==> config.mk <==
export PLATFORM = sky130hd
export DESIGN_NAME = display_select_ctrl
export DESIGN_NICKNAME = d
export VERILOG_FILES = /design/src/rtl/display_select_ctrl.sv
export SDC_FILE = /design/constraint.sdc
export NUM_CORES = 1
export LEC_CHECK = 0
export CAP_MARGIN = 0
export CORE_UTILIZATION = 40
export CTS_BUF_LIST = sky130_fd_sc_hd__clkbuf_8
export DETAILED_ROUTE_END_ITERATION = 7
export SYNTH_ARGS = -nofsm -noshare
export SYNTH_HDL_FRONTEND = slang
export SYNTH_SLANG_ARGS = --single-unit
==> constraint.sdc <==
create_clock -name Clock -period 3.33 [get_ports Clock]
set_clock_uncertainty 0.1 [all_clocks]
set_input_delay 0.666 -clock Clock [delete_from_list [all_inputs] [get_ports Clock]]
set_output_delay 0.666 -clock Clock [all_outputs]
set_load 0.03 [all_outputs]
==> src/rtl/display_select_ctrl.sv <==
// Pushbutton-driven display selector: synchronise, debounce and edge-detect two buttons, then step a wrapping 5-bit code.
// Optional auto-scroll timer is built only when DISPLAY_AUTO_SCROLL_EN is defined.
module display_select_ctrl #(
  parameter int DEBOUNCE_CYCLES = 500000,
  parameter int SEL_MAX         = 21,
  parameter int SCROLL_CYCLES   = 50000000
) (
  input  logic       Clock,
  input  logic       Reset,
  input  logic       Button_Up_n,
  input  logic       Button_Down_n,
  input  logic       Display_Off,
  input  logic       Auto_Scroll,
  output logic [4:0] Display_Select,
  output logic       Display_Enable
);

  localparam int              CNT_W    = $clog2(DEBOUNCE_CYCLES + 1);
  localparam logic [CNT_W-1:0] CNT_DONE = CNT_W'(DEBOUNCE_CYCLES);
  localparam logic [4:0]      SEL_TOP  = 5'(SEL_MAX);

  typedef enum logic [1:0] {IDLE, PRESS_WAIT, PRESSED, RELEASE_WAIT} db_state_t;

  function automatic logic [4:0] step_up(input logic [4:0] v);
    return (v >= SEL_TOP) ? 5'd0 : v + 5'd1;
  endfunction

  function automatic logic [4:0] step_down(input logic [4:0] v);
    return (v == 5'd0) ? SEL_TOP : v - 5'd1;
  endfunction

  // Synchroniser stages; bit 0 = up, bit 1 = down (buttons active-low)
  logic [1:0] btn_p1, btn_p2;
  logic       off_p1, off_p2;

  always_ff @(posedge Clock or posedge Reset) begin
    if (Reset) begin
      btn_p1 <= 2'b11;
      btn_p2 <= 2'b11;
      off_p1 <= 1'b0;
      off_p2 <= 1'b0;
    end else begin
      btn_p1 <= {Button_Down_n, Button_Up_n};
      btn_p2 <= btn_p1;
      off_p1 <= Display_Off;
      off_p2 <= off_p1;
    end
  end

  // Debounce FSMs
  db_state_t        db_state    [2];
  db_state_t        db_state_nx [2];
  logic [CNT_W-1:0] db_cnt      [2];
  logic [CNT_W-1:0] db_cnt_nx   [2];
  logic [1:0]       db_press;

  always_ff @(posedge Clock or posedge Reset) begin
    if (Reset) begin
      for (int b = 0; b < 2; b++) begin
        db_state[b] <= IDLE;
        db_cnt[b]   <= '0;
      end
    end else begin
      for (int b = 0; b < 2; b++) begin
        db_state[b] <= db_state_nx[b];
        db_cnt[b]   <= db_cnt_nx[b];
      end
    end
  end

  always_comb begin
    db_press = 2'b00;
    for (int b = 0; b < 2; b++) begin
      db_state_nx[b] = db_state[b];
      db_cnt_nx[b]   = db_cnt[b];
      case (db_state[b])
        IDLE: begin
          if (!btn_p2[b]) begin
            db_state_nx[b] = PRESS_WAIT;
            db_cnt_nx[b]   = '0;
          end
        end
        PRESS_WAIT: begin
          if (btn_p2[b]) begin
            db_state_nx[b] = IDLE;
            db_cnt_nx[b]   = '0;
          end else if (db_cnt[b] == CNT_DONE) begin
            db_state_nx[b] = PRESSED;
            db_press[b]    = 1'b1;
          end else begin
            db_cnt_nx[b] = db_cnt[b] + CNT_W'(1);
          end
        end
        PRESSED: begin
          if (btn_p2[b]) begin
            db_state_nx[b] = RELEASE_WAIT;
            db_cnt_nx[b]   = '0;
          end
        end
        RELEASE_WAIT: begin
          if (!btn_p2[b]) begin
            db_state_nx[b] = PRESSED;
          end else if (db_cnt[b] == CNT_DONE) begin
            db_state_nx[b] = IDLE;
          end else begin
            db_cnt_nx[b] = db_cnt[b] + CNT_W'(1);
          end
        end
        default: begin
          db_state_nx[b] = IDLE;
          db_cnt_nx[b]   = '0;
        end
      endcase
    end
  end

  logic tick;

`ifdef DISPLAY_AUTO_SCROLL_EN
  localparam int              TMR_W    = $clog2(SCROLL_CYCLES + 1);
  localparam logic [TMR_W-1:0] TMR_LAST = TMR_W'(SCROLL_CYCLES - 1);

  // auto_p3 holds the previous synchronised level for rise detection
  logic             auto_p1, auto_p2, auto_p3;
  logic [TMR_W-1:0] tmr;
  logic             restart;

  assign restart = (auto_p2 & ~auto_p3) | (|db_press);
  assign tick    = auto_p2 & ~restart & (tmr == TMR_LAST);

  always_ff @(posedge Clock or posedge Reset) begin
    if (Reset) begin
      auto_p1 <= 1'b0;
      auto_p2 <= 1'b0;
      auto_p3 <= 1'b0;
      tmr     <= '0;
    end else begin
      auto_p1 <= Auto_Scroll;
      auto_p2 <= auto_p1;
      auto_p3 <= auto_p2;
      if (!auto_p2 || restart || tick) tmr <= '0;
      else                             tmr <= tmr + TMR_W'(1);
    end
  end
`else
  logic unused_auto_scroll;

  assign tick               = 1'b0;
  assign unused_auto_scroll = Auto_Scroll | (SCROLL_CYCLES == 0);
`endif

  // Selection register; buttons take priority over a coincident scroll tick
  logic [4:0] sel_nx;

  always_comb begin
    sel_nx = Display_Select;
    if (db_press[0] && db_press[1]) sel_nx = 5'd0;
    else if (db_press[0])           sel_nx = step_up(Display_Select);
    else if (db_press[1])           sel_nx = step_down(Display_Select);
    else if (tick)                  sel_nx = step_up(Display_Select);
  end

  always_ff @(posedge Clock or posedge Reset) begin
    if (Reset) begin
      Display_Select <= 5'd0;
      Display_Enable <= 1'b0;
    end else begin
      Display_Select <= sel_nx;
      Display_Enable <= off_p2;
    end
  end

endmodule

==> run summary <==
Ports: 12
DRC errors left: 0
Async set or reset register ratio after synthesis: 100.0%
First drt pass iteration count: 4
Critical-path maximum fanout: 8
Leading post-synthesis cells by cell area: dfrtp_1 (39%), o21ai_0 (7.2%), nand3_1 (5.3%), nand2_1 (4.1%), dfstp_2 (3.3%)
Hold Fails Final Rpt: 0
Post-CTS Setup Inserts: 0
Clk sink count: 54
Max Slew Vio Count: 0
Library cells used by synthesis: 54
TritonCTS clock tree: built
Post-cts sizing count: 0
Synth Flop Type: dfrtp_1
Final ANT Viol Nets: 0
Final WL: 6999 um
Maxcap violations: 0
# rows: 32
Layout cell share with drive strength beyond 1: 7.258%
RSZ-0062 raised after global routing: false
Tightest Hold Check Type: register to register
Crit path capture type: register
Clock-pin slew on the worst setup and hold paths: 0.10 ns
Post-detail-place hpwl: 4851 um
Synth Cell Area: 0.003208 mm^2
Die area: 0.008382 mm^2
Mapped Cells: 367
H-tree levels: 2
Crit path DAT: 2.71 ns
Post-synth EDFFs: 0
Area leader, netlist: dfrtp_1
Pwr dens: 366.3 mW/mm^2
Startpoint types: register
Period utilisation layout: 78.63%
Starting Density: 41.52%
Finished Core Util: 45.79%
First-pass GRT wire length: 11580 um
Hold_buf cts: 0
Drt via density: 5.724
Final nets: 384
Lkg Pwr: 1.423 nW
N_diodes: 0
Chip height: 91.56 um
Overflow after GRT: 0
Placed insts: 466
Syn_nets: 380
CTS Buffer Depth: 2
#FFs+latches synth: 54
Worst path required time: 3.42 ns
Pin count of the biggest net entering global routing: 33
First DRT Iteration DRCs: 99
Max_slew headroom: 19.57%
Yosys warns: 0
Max VDD drop: 184.0 uV
Core footprint: 0.007727 mm^2
Buffers on Ports: 10
Final setup vio count: 0
Vias: 2713
Sum Neg Setup Slack: 0 ns
Worst Path Class, Setup: register to register
Die Width: 91.56 um
Vias in the first global route: 2402
CTS Buf Count: 5
Mapped Avg Cell Area: 8.741 um^2
CTS root buffer: clkbuf_8
Wire length per cell: 14.77 um
Syn-to-layout area delta: 10.30%
Min Tclk post-route: 2.618 ns
Status: completed
Clk_lat worst skew: 0.30 ns
Finished Layout Cells: 474
Placer congestion estimate: 0.8200
Global router's overall resource usage: 17.21%
Worst Tran Pin Value: 1.202 ns
FMAX: 0.3819 GHz
Initial antenna violation count: 0
Sequential share of the synthesized area: 42.28%
Top cell type's share of synthesized area: 39.00%
-- registers in the layout, indices dropped and copies added (netlist names), named ones only --
signal and flops:
off_p1 1, Display_Enable 1, Display_Select 5, db_state 2
btn_p2 2, btn_p1 2, off_p2 1, db_cnt 38
-- through the flow --
step | power [mW] | hold slack, ns | setup WS (ns) | cell area [um^2]
finish | 1.296 | 0.2553 | 0.7116 | 3538
global placement | 0.7849 | 0.2327 | 0.8577 | 3401
global route | 1.350 | 0.2622 | 0.5852 | 3538
floorplan | 0.7555 | 0.2312 | 0.9784 | 3208
detailed placement | 0.7860 | 0.2356 | 0.8148 | 3401
CTS | 1.314 | 0.2585 | 0.7957 | 3538
-- cell type report --
cell class	count	area (um^2)
fillers	764	4189
multi-input cells	279	1715
flip-flops and latches	54	1356
repair buffers	16	145.1
well taps	102	127.6
clock buffers	5	68.82
clock inverters	3	68.82
inverters	15	56.30
-- worst max-delay path, stage by stage, from the launching register on --
cell     delay, ns
dfrtp_1       0.45
inv_1         0.12
ha_1          0.15
nor4b_1       0.47
and2_1        0.37
nand3_1       0.26
nor4b_1       0.23
or3_1         0.35
-- path summary, 6_finish.rpt --
kind | start | end | slack, ns | cells after the start
max reg2reg | db_cnt[0]$_DFFE_PP0P_ | Display_Select[4]$_DFFE_PP0P_ | 0.71 | 7
min in group asynchronous | Reset | Display_Enable$_DFF_PP0_ | 0.69 | 2
max in group asynchronous | Reset | btn_p2[1]$_DFF_PP1_ | 1.73 | 3
max | db_cnt[0]$_DFFE_PP0P_ | Display_Select[4]$_DFFE_PP0P_ | 0.71 | 7
min reg2reg | off_p1$_DFF_PP0_ | off_p2$_DFF_PP0_ | 0.26 | 0
min | off_p1$_DFF_PP0_ | off_p2$_DFF_PP0_ | 0.26 | 0
-- cell usage in the layout, fill, tap and decap left out, types with 7 or more instances in the layout --
| master | synthesis | routed |
|---|---|---|
| nand2_1 | 35 | 35 |
| a31oi_1 | 8 | 8 |
| nor2_1 | 17 | 17 |
| ha_1 | 7 | 7 |
| dfrtp_1 | 50 | 50 |
| nor3_1 | 9 | 9 |
| nand3_1 | 34 | 34 |
| a21oi_1 | 15 | 15 |
| clkdlybuf4s50_1 | 0 | 10 |
| o21ai_0 | 46 | 46 |
| xor2_1 | 7 | 7 |
| inv_1 | 15 | 14 |
| nand4_1 | 13 | 13 |
| and2_1 | 7 | 7 |
-- power by group --
part,internal [mW],total (mW),switching (mW)
sequential,0.670,0.689,0.0185
combinational,0.0313,0.0837,0.0524
clock,0.301,0.523,0.222
total,1.00,1.30,0.293
-- cell usage after synthesis, types with 5 or more instances --
cell type  instances
dfrtp_1           50
o21ai_0           46
nand2_1           35
nand3_1           34
clkbuf_1          17
nor2_1            17
a21oi_1           15
inv_1             15
nand4_1           13
nor3_1             9
a31oi_1            8
and2_1             7
ha_1               7
xor2_1             7
o31ai_1            6
and3_1             5
mux2i_1            5
nand2b_1           5
-- metal layers --
layer  vias up  global-route usage (%)  wire, um
met2        47                   27.38      3201
li1       1362                       -         -
met1      1298                   24.05      3532
met4         0                   3.836        74
met5         -                       0         0
met3         6                   3.518       191
-- logic make-up after synthesis --
group,Yosys count,share of synthesized area (%)
simple gates,156,26.95
compound gates,100,19.19
flops,54,42.28
buf+inv,34,4.251
xor+xnor,10,2.730
fa+ha+maj,8,3.042
mux,5,1.560
No activity file was read; power rests on OpenSTA's default activity.
